<file path="src/rtl/addsub_arbiter.sv">
// Two-requester front end for a shared pipelined add/subtract unit; responses return LATENCY+1 cycles after accept.
// Optional build macro ADDSUB_ARB_FIXED_PRIO_EN: requester 0 always wins ties and there is no round-robin state.
module addsub_arbiter #(
    parameter int LATENCY = 5
) (
    input  logic        clk,
    input  logic        rst_n,

    input  logic        req0_valid,
    output logic        req0_ready,
    input  logic [31:0] req0_a,
    input  logic [31:0] req0_b,
    input  logic [1:0]  req0_op,

    input  logic        req1_valid,
    output logic        req1_ready,
    input  logic [31:0] req1_a,
    input  logic [31:0] req1_b,
    input  logic [1:0]  req1_op,

    output logic        rsp0_valid,
    output logic [31:0] rsp0_sum,
    output logic        rsp0_cout,

    output logic        rsp1_valid,
    output logic [31:0] rsp1_sum,
    output logic        rsp1_cout,

    output logic [31:0] add_a,
    output logic [31:0] add_b,
    output logic        add_cin,
    output logic        add_neg_b,
    input  logic [31:0] add_sum,
    input  logic        add_cout,

    output logic        busy
);

    logic               w_acc0;
    logic               w_acc1;
    logic               w_acc;
    logic [31:0]        w_sel_a;
    logic [31:0]        w_sel_b;
    logic [1:0]         w_sel_op;
    logic               w_sel_cin;
    logic               w_sel_neg_b;
    logic               w_cap_vld;
    logic               w_cap_id;

    logic [31:0]        r_add_a;
    logic [31:0]        r_add_b;
    logic               r_add_cin;
    logic               r_add_neg_b;
    logic               r_iss_vld;
    logic               r_iss_id;
    logic [LATENCY-1:0] r_pipe_vld;
    logic [LATENCY-1:0] r_pipe_id;
    logic               r_rsp0_vld;
    logic [31:0]        r_rsp0_sum;
    logic               r_rsp0_cout;
    logic               r_rsp1_vld;
    logic [31:0]        r_rsp1_sum;
    logic               r_rsp1_cout;

`ifdef ADDSUB_ARB_FIXED_PRIO_EN
    assign req0_ready = req0_valid;
    assign req1_ready = req1_valid & ~req0_valid;
`else
    // r_last_gnt names the requester granted most recently; it loses the next tie.
    logic r_last_gnt;

    assign req0_ready = req0_valid & (~req1_valid | r_last_gnt);
    assign req1_ready = req1_valid & (~req0_valid | ~r_last_gnt);

    always_ff @(posedge clk or negedge rst_n) begin
        if (!rst_n) begin
            r_last_gnt <= 1'b1;
        end else if (w_acc) begin
            r_last_gnt <= w_acc1;
        end
    end
`endif

    assign w_acc0   = req0_valid & req0_ready;
    assign w_acc1   = req1_valid & req1_ready;
    assign w_acc    = w_acc0 | w_acc1;
    assign w_sel_a  = w_acc1 ? req1_a  : req0_a;
    assign w_sel_b  = w_acc1 ? req1_b  : req0_b;
    assign w_sel_op = w_acc1 ? req1_op : req0_op;

    // Subtraction is a + ~b + cin; borrow-in is expressed by dropping the +1.
    always_comb begin
        w_sel_cin   = 1'b0;
        w_sel_neg_b = 1'b0;
        case (w_sel_op)
            2'b00: begin w_sel_cin = 1'b0; w_sel_neg_b = 1'b0; end
            2'b01: begin w_sel_cin = 1'b1; w_sel_neg_b = 1'b0; end
            2'b10: begin w_sel_cin = 1'b1; w_sel_neg_b = 1'b1; end
            2'b11: begin w_sel_cin = 1'b0; w_sel_neg_b = 1'b1; end
            default: begin w_sel_cin = 1'b0; w_sel_neg_b = 1'b0; end
        endcase
    end

    always_ff @(posedge clk or negedge rst_n) begin
        if (!rst_n) begin
            r_add_a     <= '0;
            r_add_b     <= '0;
            r_add_cin   <= 1'b0;
            r_add_neg_b <= 1'b0;
        end else if (w_acc) begin
            r_add_a     <= w_sel_a;
            r_add_b     <= w_sel_b;
            r_add_cin   <= w_sel_cin;
            r_add_neg_b <= w_sel_neg_b;
        end
    end

    // Issue stage travels with the add_* registers; the LATENCY stages track the adder's own pipeline.
    always_ff @(posedge clk or negedge rst_n) begin
        if (!rst_n) begin
            r_iss_vld  <= 1'b0;
            r_iss_id   <= 1'b0;
            r_pipe_vld <= '0;
            r_pipe_id  <= '0;
        end else begin
            r_iss_vld     <= w_acc;
            r_iss_id      <= w_acc1;
            r_pipe_vld[0] <= r_iss_vld;
            r_pipe_id[0]  <= r_iss_id;
            for (int i = 1; i < LATENCY; i++) begin
                r_pipe_vld[i] <= r_pipe_vld[i-1];
                r_pipe_id[i]  <= r_pipe_id[i-1];
            end
        end
    end

    assign w_cap_vld = r_pipe_vld[LATENCY-1];
    assign w_cap_id  = r_pipe_id[LATENCY-1];

    always_ff @(posedge clk or negedge rst_n) begin
        if (!rst_n) begin
            r_rsp0_vld  <= 1'b0;
            r_rsp0_sum  <= '0;
            r_rsp0_cout <= 1'b0;
            r_rsp1_vld  <= 1'b0;
            r_rsp1_sum  <= '0;
            r_rsp1_cout <= 1'b0;
        end else begin
            r_rsp0_vld <= w_cap_vld & ~w_cap_id;
            r_rsp1_vld <= w_cap_vld &  w_cap_id;
            if (w_cap_vld && !w_cap_id) begin
                r_rsp0_sum  <= add_sum;
                r_rsp0_cout <= add_cout;
            end
            if (w_cap_vld && w_cap_id) begin
                r_rsp1_sum  <= add_sum;
                r_rsp1_cout <= add_cout;
            end
        end
    end

    assign add_a      = r_add_a;
    assign add_b      = r_add_b;
    assign add_cin    = r_add_cin;
    assign add_neg_b  = r_add_neg_b;
    assign rsp0_valid = r_rsp0_vld;
    assign rsp0_sum   = r_rsp0_sum;
    assign rsp0_cout  = r_rsp0_cout;
    assign rsp1_valid = r_rsp1_vld;
    assign rsp1_sum   = r_rsp1_sum;
    assign rsp1_cout  = r_rsp1_cout;
    assign busy       = r_iss_vld | (|r_pipe_vld) | r_rsp0_vld | r_rsp1_vld;

endmodule

</file>
<file path="config.mk">
export PLATFORM = sky130hd
export DESIGN_NAME = addsub_arbiter
export DESIGN_NICKNAME = d
export VERILOG_FILES = /design/src/rtl/addsub_arbiter.sv
export SDC_FILE = /design/constraint.sdc
export NUM_CORES = 1
export LEC_CHECK = 0
export ABC_AREA = 1
export CORE_MARGIN = 2
export CORE_UTILIZATION = 37
export CTS_BUF_LIST = sky130_fd_sc_hd__clkbuf_4 sky130_fd_sc_hd__clkbuf_8
export DETAILED_ROUTE_END_ITERATION = 10
export PLACE_DENSITY = 0.78
export SLEW_MARGIN = 25
export SYNTH_ARGS = -nofsm -noshare
export SYNTH_HDL_FRONTEND = slang
export SYNTH_SLANG_ARGS = --single-unit
</file>
<file path="constraint.sdc">
create_clock -name clk -period 1.31 [get_ports clk]
set_input_delay 0.262 -clock clk [delete_from_list [all_inputs] [get_ports clk]]
set_output_delay 0.262 -clock clk [all_outputs]
set_load 0.1 [all_outputs]
</file>
Word-level counts from Yosys, hierarchy flattened
Index checks and enable logic that the tools add are counted.

Register bits after elaboration: 147. Bits in latches: 0. RAM bits: 0. ROM bits: 0. Input port bits: 169. Output and inout bits: 137. Word-level logic and storage cells: 48. Memories kept: 0.

$add $sub $neg: 0. Multipliers: 0. Divide/modulo/power cells: 0. Magnitude comparators: 0. Equality and inequality tests: 3. Shift operators: 0. Multiplexer cells: 5. Bitwise operators: 16. Reductions and logical operators: 9.

Operator list (number): $mux 32 (2); $reduce_or 2->1 (4); $and 1x1->1 (6); $or 1x1->1 (6); $reduce_or 5->1 (1); $eq 2x2->1 const B (2); $not 1->1 (4); $pmux 1 s2 (2); $eq 2x1->1 const B (1); $logic_and 1x1->1 (2); $logic_not 2->1 (1); $mux 2 (1); $logic_not 1->1 (1).

Depth between registers and ports, before layout
Word-level depth: 8. Gate-level depth with buffers: 8.

Least setup slack after synthesis
No wires, ideal clock.

Kind: register -> output. Start: register r_last_gnt. End: output req0_ready. Arrival time: 2.062 ns. Required time: 1.048 ns. Slack: -1.014 ns. Cell stages (with the launch flop): 3. Cell sequence: dfstp_2 > inv_1 > a21oi_1.

Cells in the longest elaborated chain, start to end: 2.

RTL lines: start, declared (line 70) `logic r_last_gnt;`; start signal, assigned (line 79) `r_last_gnt <= w_acc1;`; $or 1x1->1 (line 72) `assign req0_ready = req0_valid & (~req1_valid | r_last_gnt);`; $and 1x1->1 (line 72); end, declared (line 10) `output logic req0_ready,`.

Every way passes these cells.

Worst setup path in the final report
Start: register r_pipe_vld[3]. End: output busy.

Cells in the longest elaborated chain, start to end: 4.

RTL lines: start, declared (line 56) `logic [LATENCY-1:0] r_pipe_vld;`; start signal, assigned by index (line 131) `r_pipe_vld[i] <= r_pipe_vld[i-1];`; $reduce_or 5->1 (line 172) `assign busy = r_iss_vld | (|r_pipe_vld) | r_rsp0_vld | r_rsp1_vld;`; $or 1x1->1 (3 in a row) (line 172); end, declared (line 36) `output logic busy`.

Every way passes these cells.

==> flow_summary_export.csv <==
group,metric,value,unit
run_status,status,"finished, violations left",
run_status,violations,"setup timing",
synth,synth_mux_area_frac,0,
pwr,swShare,0.463,
global_route,antenna_found_initial,1,
sta,setup_viol,190,
synth,ys_types,20,
finish,final_cells,1299,
worst_setup_path,critical_path.cell_chain,"nor4_2 -> buf_4 -> nand2_4 -> buf_12",
cts,cts_buffer_depth,2,
synth,ys_seq_area_frac,0.610,
worst_setup_path,cp_top_family,"flip-flops",
die,initial_core_util,0.380,
worst_setup_path,crit_slowest_cell,"dfrtp_1",
global_route,grt_pass1_wl,39100,um
die,num_rows,46,
pwr,pwr-share-seq,0.298,
sta,finalHoldViolations,0,
synth,synth-adder-area-share,0,
global_route,grt_pass1_vias,7023,
placement,gp_congestion,0.817,
pwr,total_power,20.2,mW
pwr,power_density,1530,nW/um^2
cts,htree_levels,4,
finish,drive_gt1_frac,0.448,
global_route,grt_remaining_overflow,0,
placement,dpl_worst_slack,-0.416,ns
worst_setup_path,timing.rr.end,"add_a[5]",
detailed_routing,vias,6799,
detailed_routing,drt_iter0_markers,514,
detailed_routing,drt_wl_total,28100,um
cts,numCtsBuffers,17,
placement,dpl.hpwl,15300,um
flow_run,max_cap_viol_count,0,
cts,root_buffer,"clkbuf_8",
placement,dp.cells,1157,
finish,layout_commonest_cell,"clkdlybuf4s50_1",
cts,cts_tree,"done",
worst_setup_path,end_kind,"output port",
synth,synthesis.area,6030,sq um
synth,syn_nets,820,
worst_setup_path,path_class,"reg2out",
worst_setup_path,cp.buffers_inverters,2,
sta,finalClockSkew,0.0141,ns
pwr,cellInternalPower,10.8,mW
worst_setup_path,rrSetupSlack,-0.40,ns
cts,clock_latency,0.46,ns
detailed_routing,postRouteAntennaNets,0,
detailed_routing,first_pass_iters,6,
cts,path_clk_slew,0.09,ns
synth,yosysWarnings,0,
die,coreArea,15900,sq um
pwr,p_sw,9.35,mW
worst_setup_path,cp.required,1.05,ns
detailed_routing,viasPerCell,5.23,
synth,synth_compound_area_frac,0.163,
worst_setup_path,slowest_delay,0.40,ns
detailed_routing,post_drt_wl_per_cell,21.6,um
pwr,clockPowerShare,0.169,
finish,most-common-layout-cells,"167 x clkdlybuf4s50_1, 156 x buf_12, 127 x dfrtp_1",
global_route,grtUsageTotal,0.295,
die,die_h,132,um
worst_setup_path,r2r_start,"r_last_gnt",
sta,hold_ws,0.285,ns
sta,fin_crit_sh,1.36,
global_route,grt_max_degree,67,
worst_setup_path,cp.arrival,1.52,ns
cts,cts.sinks,147,
die,fp.dieW,132,um
synth,synth_xor_xnor_area_share,0,
sta,setup_slack,-0.475,ns
die,die-area,17300,sq um
pwr,ir_drop,1030,uV
pwr,comb_power_share,0.533,
worst_setup_path,reg2reg_depth,9,
synth,synth_top_family_by_area,"compound AO/OA/AOI/OAI gates",
pwr,p_leak,6.04,nW
synth,syn_inst,651,
synth,yosys.area_share.simple,0.146,
synth,synth-seq-cells,147,
sta,grt_setup_unrepaired,"true",
detailed_routing,drc_errors,0,
sta,min_period,1.79,ns
finish,syn_to_final_growth,118,%
die,num_io_pins,306,
sta,max_freq,0.560,GHz
sta,slew_headroom,0.785,
finish,nets,1238,
sta,slew_viol_final,0,
worst_setup_path,start_kind,"register",
min_path,hold_class,"in2async",
worst_setup_path,worst-path-max-fanout,2,
sta,worst_pin_slew,0.322,ns
placement,io_buffers,305,
synth,syn_avg_cell_area,9.27,sq um
-- worst reg2reg max path, stage by stage (launching register included) --
cell and delay, ns:
dfstp_2 0.59, inv_4 0.06, buf_6 0.12, nand2_4 0.06
nand3_4 0.13, buf_6 0.16, buf_12 0.14, buf_16 0.14
o21ai_2 0.06, o21ai_1 0.12
-- cells in the mapped netlist --
cell	n	area [sq um]
inv_1	38	143
nand2_2	1	6.26
buf_2	17	85.1
buf_4	2	15.0
nor4_1	2	12.5
nand2_1	145	544
nor2_2	1	6.26
inv_2	5	18.8
o21ai_0	85	425
buf_6	18	203
nor2_1	64	240
nand3_1	3	15.0
dfrtp_1	146	3650
a21oi_1	1	5.00
clkbuf_1	6	22.5
nand2_4	2	22.5
nand3b_1	2	15.0
o21ai_1	111	556
nand3_4	1	17.5
dfstp_2	1	26.3
-- sequential cells by signal (all words and copies together), names as in the netlist --
signal and cells:
add_b 32, rsp0_valid 1, r_pipe_vld 5, r_iss_id 1
rsp1_valid 1, rsp0_cout 1, rsp1_cout 1, rsp1_sum 32
r_pipe_id 5, add_cin 1, r_iss_vld 1, r_last_gnt 1
add_neg_b 1, rsp0_sum 32, add_a 32
-- what timing repair did --
action	in CTS	in global routing
hold endpoints to repair	100	0
setup endpoints to repair	203	211
pin swaps	23	18
gates resized for setup	177	121
gates cloned	20	1
hold buffers	1	0
setup buffers	45	51
-- stage by stage --
step | instance area [sq um] | TNS [ns] | util
after floorplan | 6070 | -0.190 | -
after global placement | 10800 | -18.62 | 0.681
after detailed placement | 10800 | -20.92 | 0.681
after CTS | 12500 | -22.37 | 0.789
after global routing | 13200 | -30.98 | 0.829
final | 13200 | -22.48 | 0.829
-- layout make-up --
class	count	area, sq um
fillers	741	2710
flip-flops and latches	147	3710
diodes	1	2.50
clock buffers	20	275
repair buffers	441	6040
well taps	216	270
multi-input cells	418	2580
inverters	43	181
repair inverters	1	16.3
clock inverters	12	96.3
-- power by group through the flow --
stage / logic (mW) / registers (mW) / clock network (mW)
5_1_grt: 11.0 / 6.07 / 3.66
4_1_cts: 10.1 / 5.96 / 3.40
2_1_floorplan: 0.989 / 10.2 / 0
3_3_place_gp: 9.22 / 5.98 / 0
6_report: 10.8 / 6.01 / 3.40
3_5_place_dp: 9.33 / 6.03 / 0
-- cells by family (layout without fill, tap and decap cells) --
kind of cell           Yosys count  after routing
AND/OR/NAND/NOR                221            221
AO/OA/AOI/OAI                  197            197
flip-flops                     147            147
buffers and inverters           86            517
other                            0              1
-- metal layers --
layer | share of wire | global-route usage | vias to the layer above
met3 | 0.080 | 0.0822 | 112
met4 | 0.056 | 0.139 | 0
met1 | 0.34 | 0.307 | 3313
li1 | - | - | 2952
met5 | 0 | 0 | -
met2 | 0.53 | 0.548 | 422
-- how the worst max path moves through the flow --
stage	startpoint	end	slack (ns)	cells after the start
detailed placement	req1_valid	add_a[12]	-0.42	7
floorplan	r_last_gnt	req0_ready	-0.10	2
global placement	req1_valid	add_a[12]	-0.31	7
global route	r_pipe_vld[3]	busy	-0.60	4
finish	r_pipe_vld[3]	busy	-0.48	4
CTS	r_pipe_vld[3]	busy	-0.51	4
No activity file was read; power rests on OpenSTA's default activity.
